File: src/rtl/tetris_pkg.sv
// Shared constants and arbiter state encoding for the game-table RAM path.
package tetris_pkg;

  localparam int ROWS       = 10;
  localparam int COLS       = 10;
  localparam int AW         = 4;
  localparam int MAX_STARVE = 3;

  typedef enum logic [2:0] {
    IDLE  = 3'd0,
    D_RD  = 3'd1,
    D_CAP = 3'd2,
    G_ACC = 3'd3,
    G_CAP = 3'd4
  } arb_state_e;

endpackage

File: src/rtl/tetris_scan_counter.sv
// Display row counter: advances on en, wraps after ROWS-1.
module tetris_scan_counter #(
  parameter int ROWS = 10,
  parameter int AW   = 4
) (
  input  logic          clk_1,
  input  logic          rst,
  input  logic          en,
  output logic [AW-1:0] row,
  output logic          last
);

  assign last = (row == AW'(ROWS - 1));

  always_ff @(posedge clk_1 or posedge rst) begin
    if (rst)
      row <= '0;
    else if (en)
      row <= last ? '0 : row + 1'b1;
  end

endmodule

File: src/rtl/game_ram_arbiter.sv
// Shares the game-table RAM between display scan and game controller.
// GAME_PRIO_EN: allow up to MAX_STARVE back-to-back game slots.
module game_ram_arbiter
  import tetris_pkg::*;
#(
  parameter int ROWS       = tetris_pkg::ROWS,
  parameter int COLS       = tetris_pkg::COLS,
  parameter int AW         = tetris_pkg::AW,
  parameter int MAX_STARVE = tetris_pkg::MAX_STARVE
) (
  input  logic            clk_1,
  input  logic            rst,
  output logic [AW-1:0]   ram_addr,
  output logic            ram_we,
  output logic [COLS-1:0] ram_wdata,
  input  logic [COLS-1:0] ram_rdata,
  input  logic            game_req,
  input  logic            game_we,
  input  logic [AW-1:0]   game_addr,
  input  logic [COLS-1:0] game_wdata,
  output logic            game_gnt,
  output logic            game_rvalid,
  output logic [COLS-1:0] game_rdata,
  output logic            game_err,
  output logic [AW-1:0]   disp_addr,
  output logic [COLS-1:0] disp_data,
  output logic            disp_valid,
  output logic            frame_done
);

  localparam logic [AW:0] ROWS_W = (AW + 1)'(ROWS);

  arb_state_e    state;
  arb_state_e    state_nxt;
  logic [AW-1:0] row;
  logic          last;
  logic          in_range;
  logic          rd_oor;
  logic          take;

  assign in_range = ({1'b0, game_addr} < ROWS_W);

  tetris_scan_counter #(
    .ROWS (ROWS),
    .AW   (AW)
  ) u_scan (
    .clk_1 (clk_1),
    .rst   (rst),
    .en    (state == D_CAP),
    .row   (row),
    .last  (last)
  );

`ifdef GAME_PRIO_EN
  localparam int SW = $clog2(MAX_STARVE + 1);
  logic [SW-1:0] starve;

  // starve restarts at D_CAP, so that decision only needs game_req
  assign take = (state == D_CAP) ? game_req :
                (game_req && (starve < SW'(MAX_STARVE)));

  always_ff @(posedge clk_1 or posedge rst) begin
    if (rst)
      starve <= '0;
    else if (state == D_CAP)
      starve <= game_req ? SW'(1) : '0;
    else if (take && (state == G_CAP ||
             (state == G_ACC && game_we)))
      starve <= starve + 1'b1;
  end
`else
  assign take = game_req;
`endif

  always_comb begin
    state_nxt = state;
    unique case (state)
      IDLE:  state_nxt = D_RD;
      D_RD:  state_nxt = D_CAP;
      D_CAP: state_nxt = take ? G_ACC : D_RD;
`ifdef GAME_PRIO_EN
      G_ACC: state_nxt = !game_we ? G_CAP :
                         take ? G_ACC : D_RD;
      G_CAP: state_nxt = take ? G_ACC : D_RD;
`else
      G_ACC: state_nxt = game_we ? D_RD : G_CAP;
      G_CAP: state_nxt = D_RD;
`endif
      default: state_nxt = IDLE;
    endcase
  end

  always_ff @(posedge clk_1 or posedge rst) begin
    if (rst)
      state <= IDLE;
    else
      state <= state_nxt;
  end

  assign game_gnt  = (state == G_ACC);
  assign ram_we    = game_gnt && game_we && in_range;
  assign ram_wdata = game_gnt ? game_wdata : '0;
  assign ram_addr  = (state == D_RD) ? row :
                     game_gnt ? game_addr : '0;

  always_ff @(posedge clk_1 or posedge rst) begin
    if (rst) begin
      disp_valid  <= 1'b0;
      frame_done  <= 1'b0;
      disp_addr   <= '0;
      disp_data   <= '0;
      game_rvalid <= 1'b0;
      game_rdata  <= '0;
      game_err    <= 1'b0;
      rd_oor      <= 1'b0;
    end else begin
      disp_valid  <= 1'b0;
      frame_done  <= 1'b0;
      game_rvalid <= 1'b0;
      game_err    <= 1'b0;
      if (state == D_CAP) begin
        disp_valid <= 1'b1;
        frame_done <= last;
        disp_addr  <= row;
        disp_data  <= ram_rdata;
      end
      if (state == G_ACC) begin
        game_err <= !in_range;
        rd_oor   <= !in_range;
      end
      // out-of-range reads hand back zero, not stale RAM contents
      if (state == G_CAP) begin
        game_rvalid <= 1'b1;
        game_rdata  <= rd_oor ? '0 : ram_rdata;
      end
    end
  end

endmodule

File: config.mk
export PLATFORM = sky130hd
export DESIGN_NAME = game_ram_arbiter
export DESIGN_NICKNAME = d
export VERILOG_FILES = /design/src/rtl/tetris_pkg.sv /design/src/rtl/tetris_scan_counter.sv /design/src/rtl/game_ram_arbiter.sv
export SDC_FILE = /design/constraint.sdc
export NUM_CORES = 1
export LEC_CHECK = 0
export ABC_AREA = 0
export ABC_CLOCK_PERIOD_IN_PS = 1650
export BUFFER_PORTS_ARGS = -buffer_cell sky130_fd_sc_hd__clkbuf_2
export CAP_MARGIN = 10
export CELL_PAD_IN_SITES_DETAIL_PLACEMENT = 1
export CELL_PAD_IN_SITES_GLOBAL_PLACEMENT = 2
export CORE_UTILIZATION = 26
export CTS_BUF_LIST = sky130_fd_sc_hd__clkbuf_2
export DETAILED_ROUTE_END_ITERATION = 7
export PLACE_DENSITY_LB_ADDON = 0.1
export SKIP_CTS_REPAIR_TIMING = 1
export SYNTH_ARGS = -nofsm -noshare
export SYNTH_HDL_FRONTEND = slang
export SYNTH_SLANG_ARGS = --single-unit
File: constraint.sdc
create_clock -name clk_1 -period 1.65 [get_ports clk_1]
set_clock_uncertainty 0.15 [all_clocks]
set_input_delay 0 -clock clk_1 [delete_from_list [all_inputs] [get_ports clk_1]]
set_output_delay 0 -clock clk_1 [all_outputs]
set_load 0.05 [all_outputs]
==> metrics.md, run 1 <==
| Metric | Value |
|---|---|
| Layer with the highest usage | met2 |
| Synth top area cells | dfrtp_1 57%, mux2_2 9.3%, and2_1 4.0% |
| Max Freq | 564.9 MHz |
| Worst r2r src | state[2]$_DFF_PP0_ |
| Fin. max-slew vios | 0 |
| Port bufs | 71 |
| Post-DRT Antenna Nets | 0 |
| Clock Latency Late Sink | approximately 390 ps |
| Maxcap violations | 0 |
| Failing checks | negative setup slack |
| Die area | roughly 6400 um^2 |
| Top delay family on crit path | buffers and inverters |
| Setup TNS | -1672 ps |
| Clk buf depth | 2 |
| Placed cells | roughly 280 |
| RSZ-0062 raised after global routing | yes |
| Root buffer cell | clkbuf_2 |
| Fin util | 43.36% |
| TritonRoute pass-1 iters | 4 |
| Number of global-route vias before repair | 1,290 |
| Share of cells above drive strength 1 | between 50% and 60% |
| Slowest-stage cell, CP | dfrtp_2 |
| DR WL/cell | 14.06 um |
| Worst reg2reg path endpoint | disp_data[4]$_DFFE_PP0N_ |
| Cell accounting for the most synthesized area | dfrtp_1 |
| Fin crit period | 1770 ps |
| Share of flip-flops with an asynchronous set or reset | 100.0% |
| Tightest Hold Check Type | in -> async |
| Most frequent cells in the layout | 61 x clkbuf_2, 34 x dfrtp_1, 16 x buf_6 |
| DR vias | around 1,300 |
| Largest net degree at the start of global routing | 37 |
| DP Worst Slack | 123.9 ps |
| TritonCTS clock tree | yes |
| Synth top area share | 57.28% |
| Total gr overflow | 0 |
| Most numerous cell on the critical path | buf_4 |
| Worst R2R Path Depth | 5 |
| Reg-to-reg slack, setup | -120 ps |
| Distinct cells, synth | 31 |
| Most common cell after layout, fill and taps aside | clkbuf_2 |
| Met2 usage | a little under a quarter |
| Critical Path RT | 1770 ps |
| TritonCTS Buffers | 5 |
| Routability cong. | 0.6609 |
| CP cell instances | buf_4, buf_4, nor3b_4, buf_12, mux2_2 |
| Sequential share of the synthesized area | 57.28% |
| # IOs | 72 |
| H-tree Lvls | 2 |
| Post-Syn Nets | ~160 |
| Synth warnings | 0 |
| Final WS setup | -120.2 ps |
| Fin cells | 305 |
| Core area | 5675 um^2 |
| Nets@finish | 260 |
| Worst Path Class, Setup | reg -> reg |
| Post-Syn Area | 1573 um^2 |
| Starting Density | between 20% and 30% |
| # clock sinks | 36 |
| Area growth syn-to-layout | 56.48% |
| Vias per cell | 4.407 |
| Die Wd | 79.78 um |
| Syn_area_per_cell | between 10 and 15 um^2 |
| Initial antenna violation count | 0 |
| Final setup viols | 28 |
| Crit. End Element | flop |
| DRT iter0 DRCs | 22 |
| Slew HR | 68.71% |
| Worst-margin pin slew | 469.4 ps |
| Arr. time, crit path | 1890 ps |
| Status | finished with violations |
| M3 GR Usage | 4.457% |
| Core Rows | 27 |
| Clock-pin slew on the worst setup and hold paths | 200 ps |
| Critical Path Fanout Max | 17 |
| Primary FF master, synth | dfrtp_1 |
| Cells after Synth | 136 |
| Diodes inserted | 0 |
| WL final | 4288 um |
| Die H | 79.78 um |
| CP Launch Type | flop |
| Synth Register Bits | 36 |
| EDFF count, synth | 0 |
| First-pass GRT wire length | 6665 um |
| Met1 Usage GRT | 17.12% |
| Worst path bufs/invs | 3 |
| Crit-path max cell delay | 470 ps |
| Final Hold Vio Count | 0 |
| Final period utilization | 107.3% |
| GRT Overall Usage | 14.04% |
| DPL Wire Length | approximately 3000 um |
| DRC | 0 |
## per-layer routing
layer | up-vias | wire (um)
li1 | 639 | -
met4 | 0 | 72
met1 | 656 | 1811
met5 | - | 0
met3 | 7 | 209
met2 | 42 | 2194
## worst max path at each step
stage,startpoint,to,depth (start not counted)
2_1_floorplan,state[0]$_DFF_PP0_,disp_data[0]$_DFFE_PP0N_,3
3_3_place_gp,state[0]$_DFF_PP0_,disp_data[6]$_DFFE_PP0N_,3
3_5_place_dp,state[0]$_DFF_PP0_,disp_data[0]$_DFFE_PP0N_,3
4_1_cts,state[2]$_DFF_PP0_,ram_we,4
5_1_grt,state[2]$_DFF_PP0_,ram_we,4
6_report,state[2]$_DFF_PP0_,disp_data[4]$_DFFE_PP0N_,5
## cell families after synthesis
family	count (synthesis)	synth area share [%]
compound gates	18	6.443
xor+xnor	2	1.114
buf+inv	12	3.898
flops	36	57.28
mux	17	11.85
simple gates	51	19.41
## flip-flops by register name, summed over array words and instances (netlist names)
| register | flops |
|---|---|
| game_rdata | 10 |
| game_err | 1 |
| game_rvalid | 1 |
| disp_data | 10 |
| frame_done | 1 |
| rd_oor | 1 |
| state | 3 |
| u_scan.row | 4 |
| disp_addr | 4 |
| disp_valid | 1 |
## through the flow
stage	instance area, um^2	hold WS [ps]
after floorplan	1584	-83.59
after global routing	2461	61.59
final	2461	68.79
after detailed placement	2044	-22.14
after CTS	2110	-501.0
after global placement	2044	-36.33
## cell type report
class / instances / area [um^2]
Clock buffer: 6 / 30.03
Clock inverter: 2 / 35.03
Fill cell: 643 / 3214
Inverter: 5 / 18.77
Multi-Input combinational cell: 88 / 690.7
Sequential cell: 36 / 903.4
Tap cell: 72 / 90.09
Timing Repair Buffer: 96 / 693.2
## synth_stat cells, types with 2 or more instances
library cell,n
dfrtp_1,36
mux2_2,13
nand2_1,12
and2_1,10
nand2b_1,10
o21ai_1,9
nor2_1,6
inv_1,5
buf_2,4
mux2i_1,4
o21ai_0,4
nand3b_1,3
a21o_1,2
## worst reg2reg max path, stage by stage (launching register included)
cell	delay (ps)
dfrtp_2	470
buf_4	150
buf_4	130
nor3b_4	200
buf_12	200
mux2_2	350
Power of run 1 is not shown: default switching activity piles up to over one toggle a cycle in this logic, so the estimate is an artifact.
==> run 2: changes to the inputs <==
--- a/config.mk
+++ b/config.mk
@@ -11,8 +11,8 @@
 export CAP_MARGIN = 10
 export CELL_PAD_IN_SITES_DETAIL_PLACEMENT = 1
 export CELL_PAD_IN_SITES_GLOBAL_PLACEMENT = 2
-export CORE_UTILIZATION = 26
-export CTS_BUF_LIST = sky130_fd_sc_hd__clkbuf_2
+export CORE_UTILIZATION = 25
+export CTS_BUF_LIST = sky130_fd_sc_hd__clkbuf_16
 export DETAILED_ROUTE_END_ITERATION = 7
 export PLACE_DENSITY_LB_ADDON = 0.1
 export SKIP_CTS_REPAIR_TIMING = 1
==> metrics.md, run 2 (same netlist as run 1, synthesis figures left out) <==
| Metric | Value |
|---|---|
| Status | finished with violations |
| Failing checks | negative hold slack |
| Arr. time, crit path | 1450 ps (-440 ps) |
| Reg area | 903.4 um^2 (unchanged) |
| Root buffer cell | clkbuf_16 |
| Total gr overflow | 0 (unchanged) |
| Worst setup path end | ram_we |
| Critical Path RT | 1500 ps (-270 ps) |
| Routability cong. | 0.6586 (-0.35%) |
| Fin cells | 306 (+0.33%) |
| Die Wd | 81.32 um (+1.9%) |
| Placed inst area | 2043 um^2 (about the same) |
| DR vias | 1,287 (-4.2%) |
| First-pass GRT wire length | 6099 um (-8.5%) |
| DRT iter0 DRCs | 25 (+14%) |
| # clock sinks | 36 (unchanged) |
| Placed cells | 282 (+1.4%) |
| Worst Path Class, Setup | reg -> out |
| Vias per cell | 4.206 (-4.6%) |
| DRC | 0 (unchanged) |
| Fin crit period | 1600 ps (-170.6 ps) |
| Most common cell after layout, fill and taps aside | clkbuf_2 |
| Core area | 5991 um^2 (+5.6%) |
| Maxcap violations | 0 (unchanged) |
| Reg-to-reg slack, setup | 80 ps (+200 ps) |
| H-tree Lvls | 2 (unchanged) |
| Final setup viols | 0 (-100%) |
| Worst R2R Path Depth | 4 (-1) |
| TritonCTS clock tree | yes |
| Core Rows | 28 (+3.7%) |
| DR WL/cell | 12.93 um (-8.0%) |
| Crit. End Element | output pin |
| Port bufs | 71 (unchanged) |
| DP Worst Slack | 113.8 ps (-10.18 ps) |
| WL final | 3958 um (-7.7%) |
| Post-DRT Antenna Nets | 0 (unchanged) |
| Most frequent cells in the layout | 59 x clkbuf_2, 34 x dfrtp_1, 14 x dlygate4sd3_1 |
| Share of cells above drive strength 1 | 49.78% (-2.6 points) |
| Worst reg2reg path endpoint | disp_data[7]$_DFFE_PP0N_ |
| Cell area after layout | 2486 um^2 (+1.0%) |
| Diodes inserted | 0 (unchanged) |
| Clock-pin slew on the worst setup and hold paths | 50 ps (-150 ps) |
| Beginning of the critical path | state[2]$_DFF_PP0_ |
| Initial antenna violation count | 0 (unchanged) |
| Worst hold slack | -3.304 ps (-72.09 ps) |
| GRT Overall Usage | 12.42% (-1.6 points) |
| Final Hold Vio Count | 1 (+1) |
| Nets@finish | 259 (-0.38%) |
| DPL Wire Length | 2961 um (-1.2%) |
| Largest net degree at the start of global routing | 37 (unchanged) |
| Max Freq | 625.1 MHz (+11%) |
| Worst r2r src | state[0]$_DFF_PP0_ |
| Setup TNS | 0 ps (+1672 ps) |
| Slew HR | 69.82% (+1.1 points) |
| Area of the multi-input gates | 656.9 um^2 (-4.9%) |
| Final period utilization | 96.95% (-10 points) |
| Critical Path Fanout Max | 6 (-11) |
| Die H | 81.32 um (+1.9%) |
| Die area | 6612 um^2 (+3.9%) |
| Starting Density | 26.25% (-1.5 points) |
| Clk buf depth | 2 (unchanged) |
| Final WS setup | 50.31 ps (+170.6 ps) |
| Fin. max-slew vios | 0 (unchanged) |
| # IOs | 72 (unchanged) |
| Number of global-route vias before repair | 1,247 (-3.3%) |
| Fillers | 673 (+4.7%) |
| TritonRoute pass-1 iters | 4 (unchanged) |
| CP Launch Type | flop |
| Top Registers | disp_data (10), game_rdata (10) |
| Area growth syn-to-layout | 58.07% |
| TritonCTS Buffers | 5 (unchanged) |
| Tightest Hold Check Type | in -> reg |
| RSZ-0062 raised after global routing | yes |
| Worst-margin pin slew | 452.8 ps (-16.65 ps) |
| Clock Latency Late Sink | 270 ps (-120 ps) |
## run 2: final cells by class
type	count	area share, %
Clock inverter	2	0.3020
Sequential cell	36	36.34
Timing Repair Buffer	94	27.08
Timing Repair inverter	1	0.3020
Multi-Input combinational cell	88	26.42
Inverter	5	0.7549
Tap cell	75	3.775
Clock buffer	5	5.033
## run 2: critical path: stages, from the launching register on
cell      delay, ps
dfrtp_2         430
nand3b_1        260
inv_2           150
and3_4          200
buf_8           140
## run 2: worst min-delay path by stage
stage | startpoint | to | slack [ps] | cells past startpoint
detailed placement | rst | frame_done$_DFF_PP0_ | -40 | 3
global placement | rst | frame_done$_DFF_PP0_ | -40 | 3
finish | game_addr[1] | game_err$_DFF_PP0_ | -3 | 3
floorplan | game_we | state[2]$_DFF_PP0_ | -80 | 1
global route | game_addr[1] | game_err$_DFF_PP0_ | 100 | 3
CTS | rst | frame_done$_DFF_PP0_ | -330 | 3
## run 2: metrics by stage
| stage | hold WS [ps] | util [%] |
|---|---|---|
| global placement | -41.07 | 34.11 |
| CTS | -327.5 | 36.32 |
| detailed placement | -38.14 | 34.11 |
| finish | -3.304 | 41.50 |
| global route | 100.9 | 41.50 |
| floorplan | -83.59 | - |
## run 2: per-layer routing
layer | part of all wire (%) | GRT usage [%] | vias to the layer above | wire (um)
li1 | - | - | 642 | -
met5 | 0 | 0 | - | 0
met1 | 43 | 15.21 | 606 | 1688
met4 | 1.1 | 5.893 | 0 | 44
met2 | 52 | 20.25 | 35 | 2050
met3 | 4.4 | 3.146 | 4 | 176
Power of run 2 is left out for the same reason.
==> run 3: changes to the inputs <==
--- a/config.mk
+++ b/config.mk
@@ -6,7 +6,7 @@
 export NUM_CORES = 1
 export LEC_CHECK = 0
 export ABC_AREA = 0
-export ABC_CLOCK_PERIOD_IN_PS = 1650
+export ABC_CLOCK_PERIOD_IN_PS = 1350
 export BUFFER_PORTS_ARGS = -buffer_cell sky130_fd_sc_hd__clkbuf_2
 export CAP_MARGIN = 10
 export CELL_PAD_IN_SITES_DETAIL_PLACEMENT = 1
==> constraint.sdc (replaced) <==
create_clock -name clk_1 -period 1.35 [get_ports clk_1]
set_clock_uncertainty 0.15 [all_clocks]
set_input_delay 0 -clock clk_1 [delete_from_list [all_inputs] [get_ports clk_1]]
set_output_delay 0 -clock clk_1 [all_outputs]
set_load 0.05 [all_outputs]
==> metrics.md, run 3 (same netlist as run 1, synthesis figures left out) <==
| Metric | Value |
|---|---|
| DRT iter0 DRCs | 29 (+16%) |
| Number of global-route vias before repair | 1,276 (+2.3%) |
| H-tree Lvls | 2 (unchanged) |
| Diodes inserted | 0 (unchanged) |
| Worst Path Class, Setup | reg -> out |
| WL final | 4815 um (+22%) |
| Port bufs | 71 (unchanged) |
| Fin. max-slew vios | 0 (unchanged) |
| Fin cells | 316 (+3.3%) |
| Clock-pin slew on the worst setup and hold paths | 50 ps (about the same) |
| Crit. End Element | output pin |
| Core area | 5991 um^2 (unchanged) |
| Clk buf depth | 2 (unchanged) |
| DPL Wire Length | 3076 um (+3.9%) |
| Nets@finish | 269 (+3.9%) |
| Final WS setup | -257.8 ps (-308.1 ps) |
| Initial antenna violation count | 0 (unchanged) |
| Root buffer cell | clkbuf_16 |
| Worst vdd ir | 1.574 mV |
| Die area | 6612 um^2 (unchanged) |
| Maxcap violations | 0 (unchanged) |
| Slowest-stage cell, CP | dfrtp_2 |
| DP Worst Slack | -159.5 ps (-273.3 ps) |
| Fin util | 47.58% (+6.1 points) |
| Failing checks | negative hold slack, negative setup slack |
| TritonCTS clock tree | yes |
| Max Freq | 622.0 MHz |
| Worst hold slack | -14.66 ps (-11.35 ps) |
| Slew HR | 69.10% (-0.72 points) |
| Vias per cell | 4.468 (+6.2%) |
| Most frequent cells in the layout | 55 x clkbuf_2, 33 x dfrtp_1, 14 x dlygate4sd3_1 |
| Fillers | 657 (-2.4%) |
| TritonCTS Buffers | 5 (unchanged) |
| Arr. time, crit path | 1460 ps (about the same) |
| Worst-margin pin slew | 463.5 ps (+10.73 ps) |
| DR vias | 1,412 (+9.7%) |
| Largest net degree at the start of global routing | 37 (unchanged) |
| Top Registers | disp_data (10), game_rdata (10) |
| Final setup viols | 44 (+44) |
| # clock sinks | 36 (unchanged) |
| Final Hold Vio Count | 1 (unchanged) |
| Placed cells | 287 (+1.8%) |
| Crit-path max cell delay | 440 ps (about the same) |
| Tightest Hold Check Type | in -> reg |
| TritonRoute pass-1 iters | 3 (-1) |
| # IOs | 72 (unchanged) |
| Fin crit period | 1608 ps |
| GRT Overall Usage | 12.83% (+0.41 points) |
| Critical Path Fanout Max | 11 (+5) |
| Die Wd | 81.32 um (unchanged) |
| LEAKAGE | 0.001405 uW |
| Status | finished with violations |
| CP cell instances | nand3b_1, inv_2, buf_12, and2_2, buf_6 |
| DR WL/cell | 15.24 um (+18%) |
| DRC | 0 (unchanged) |
| Pwr dens | about 2900 nW/um^2 |
| Clock Latency Late Sink | 270 ps (about the same) |
| First-pass GRT wire length | 6272 um (+2.8%) |
| Critical Path RT | 1200 ps (-300 ps) |
| Core Rows | 28 (unchanged) |
| Total gr overflow | 0 (unchanged) |
| Reg area | 904.6 um^2 (+0.14%) |
| RSZ-0062 raised after global routing | yes |
| Share of cells above drive strength 1 | 63.90% (+14 points) |
| Area growth syn-to-layout | 81.22% |
| Starting Density | 26.25% (unchanged) |
| Final period utilization | 119.1% |
| Area of the multi-input gates | 839.6 um^2 (+28%) |
| Most common cell after layout, fill and taps aside | clkbuf_2 |
| Die H | 81.32 um (unchanged) |
| Routability cong. | 0.7112 (+8.0%) |
| CP Launch Type | flop |
| Post-DRT Antenna Nets | 0 (unchanged) |
-- run 3: final cells by class --
type                            instances  share of cell area [%]
Sequential cell                        36                   31.74
Tap cell                               75                   3.292
Multi-Input combinational cell         88                   29.46
Timing Repair Buffer                  105                   30.16
Clock inverter                          2                  0.3073
Clock buffer                            5                   4.390
Inverter                                5                  0.6585
-- run 3: worst max-delay path, delay by kind of cell (launching register included) --
kind / cells / cell delay, ps
DFF: 1 / 440
and+or+nand+nor: 2 / 360
buffers and inverters: 3 / 380
-- run 3: where the power goes --
part	total, uW	internal [uW]	switching, uW
clock	1070	662	404
sequential	2070	1590	483
combinational	5150	2020	3120
total	8280	4270	4010
-- run 3: path summary, 6_finish.rpt --
path,from,end,slack (ps),cells after the start
hold / removal,game_addr[1],game_err$_DFF_PP0_,-10,3
hold reg to reg,game_rdata[8]$_DFFE_PP0P_,game_rdata[8]$_DFFE_PP0P_,330,2
setup reg to reg,state[0]$_DFF_PP0_,disp_data[7]$_DFFE_PP0N_,-190,3
max in group asynchronous,rst,state[1]$_DFF_PP0_,470,4
min in group asynchronous,rst,disp_data[1]$_DFFE_PP0N_,220,4
setup / recovery,state[2]$_DFF_PP0_,ram_wdata[0],-260,5
-- run 3: layer usage --
layer	GRT usage, %	wire length, um
met1	16.05	1976
met2	21.50	2574
met3	3.034	204
met4	4.286	59
met5	0	0
-- run 3: through the flow --
| stage | TNS [ps] | area [um^2] | power [uW] | hold WS (ps) |
|---|---|---|---|---|
| global route | -9664 | 2850 | 8737 | 39.00 |
| CTS | -9504 | 2266 | 7238 | -322.8 |
| floorplan | -2530 | 1638 | 5108 | -83.59 |
| global placement | -3713 | 2132 | 6051 | -40.82 |
| detailed placement | -4433 | 2132 | 6152 | -29.49 |
| finish | -7295 | 2850 | 8283 | -14.66 |
Power figures use the tool's default switching activity.
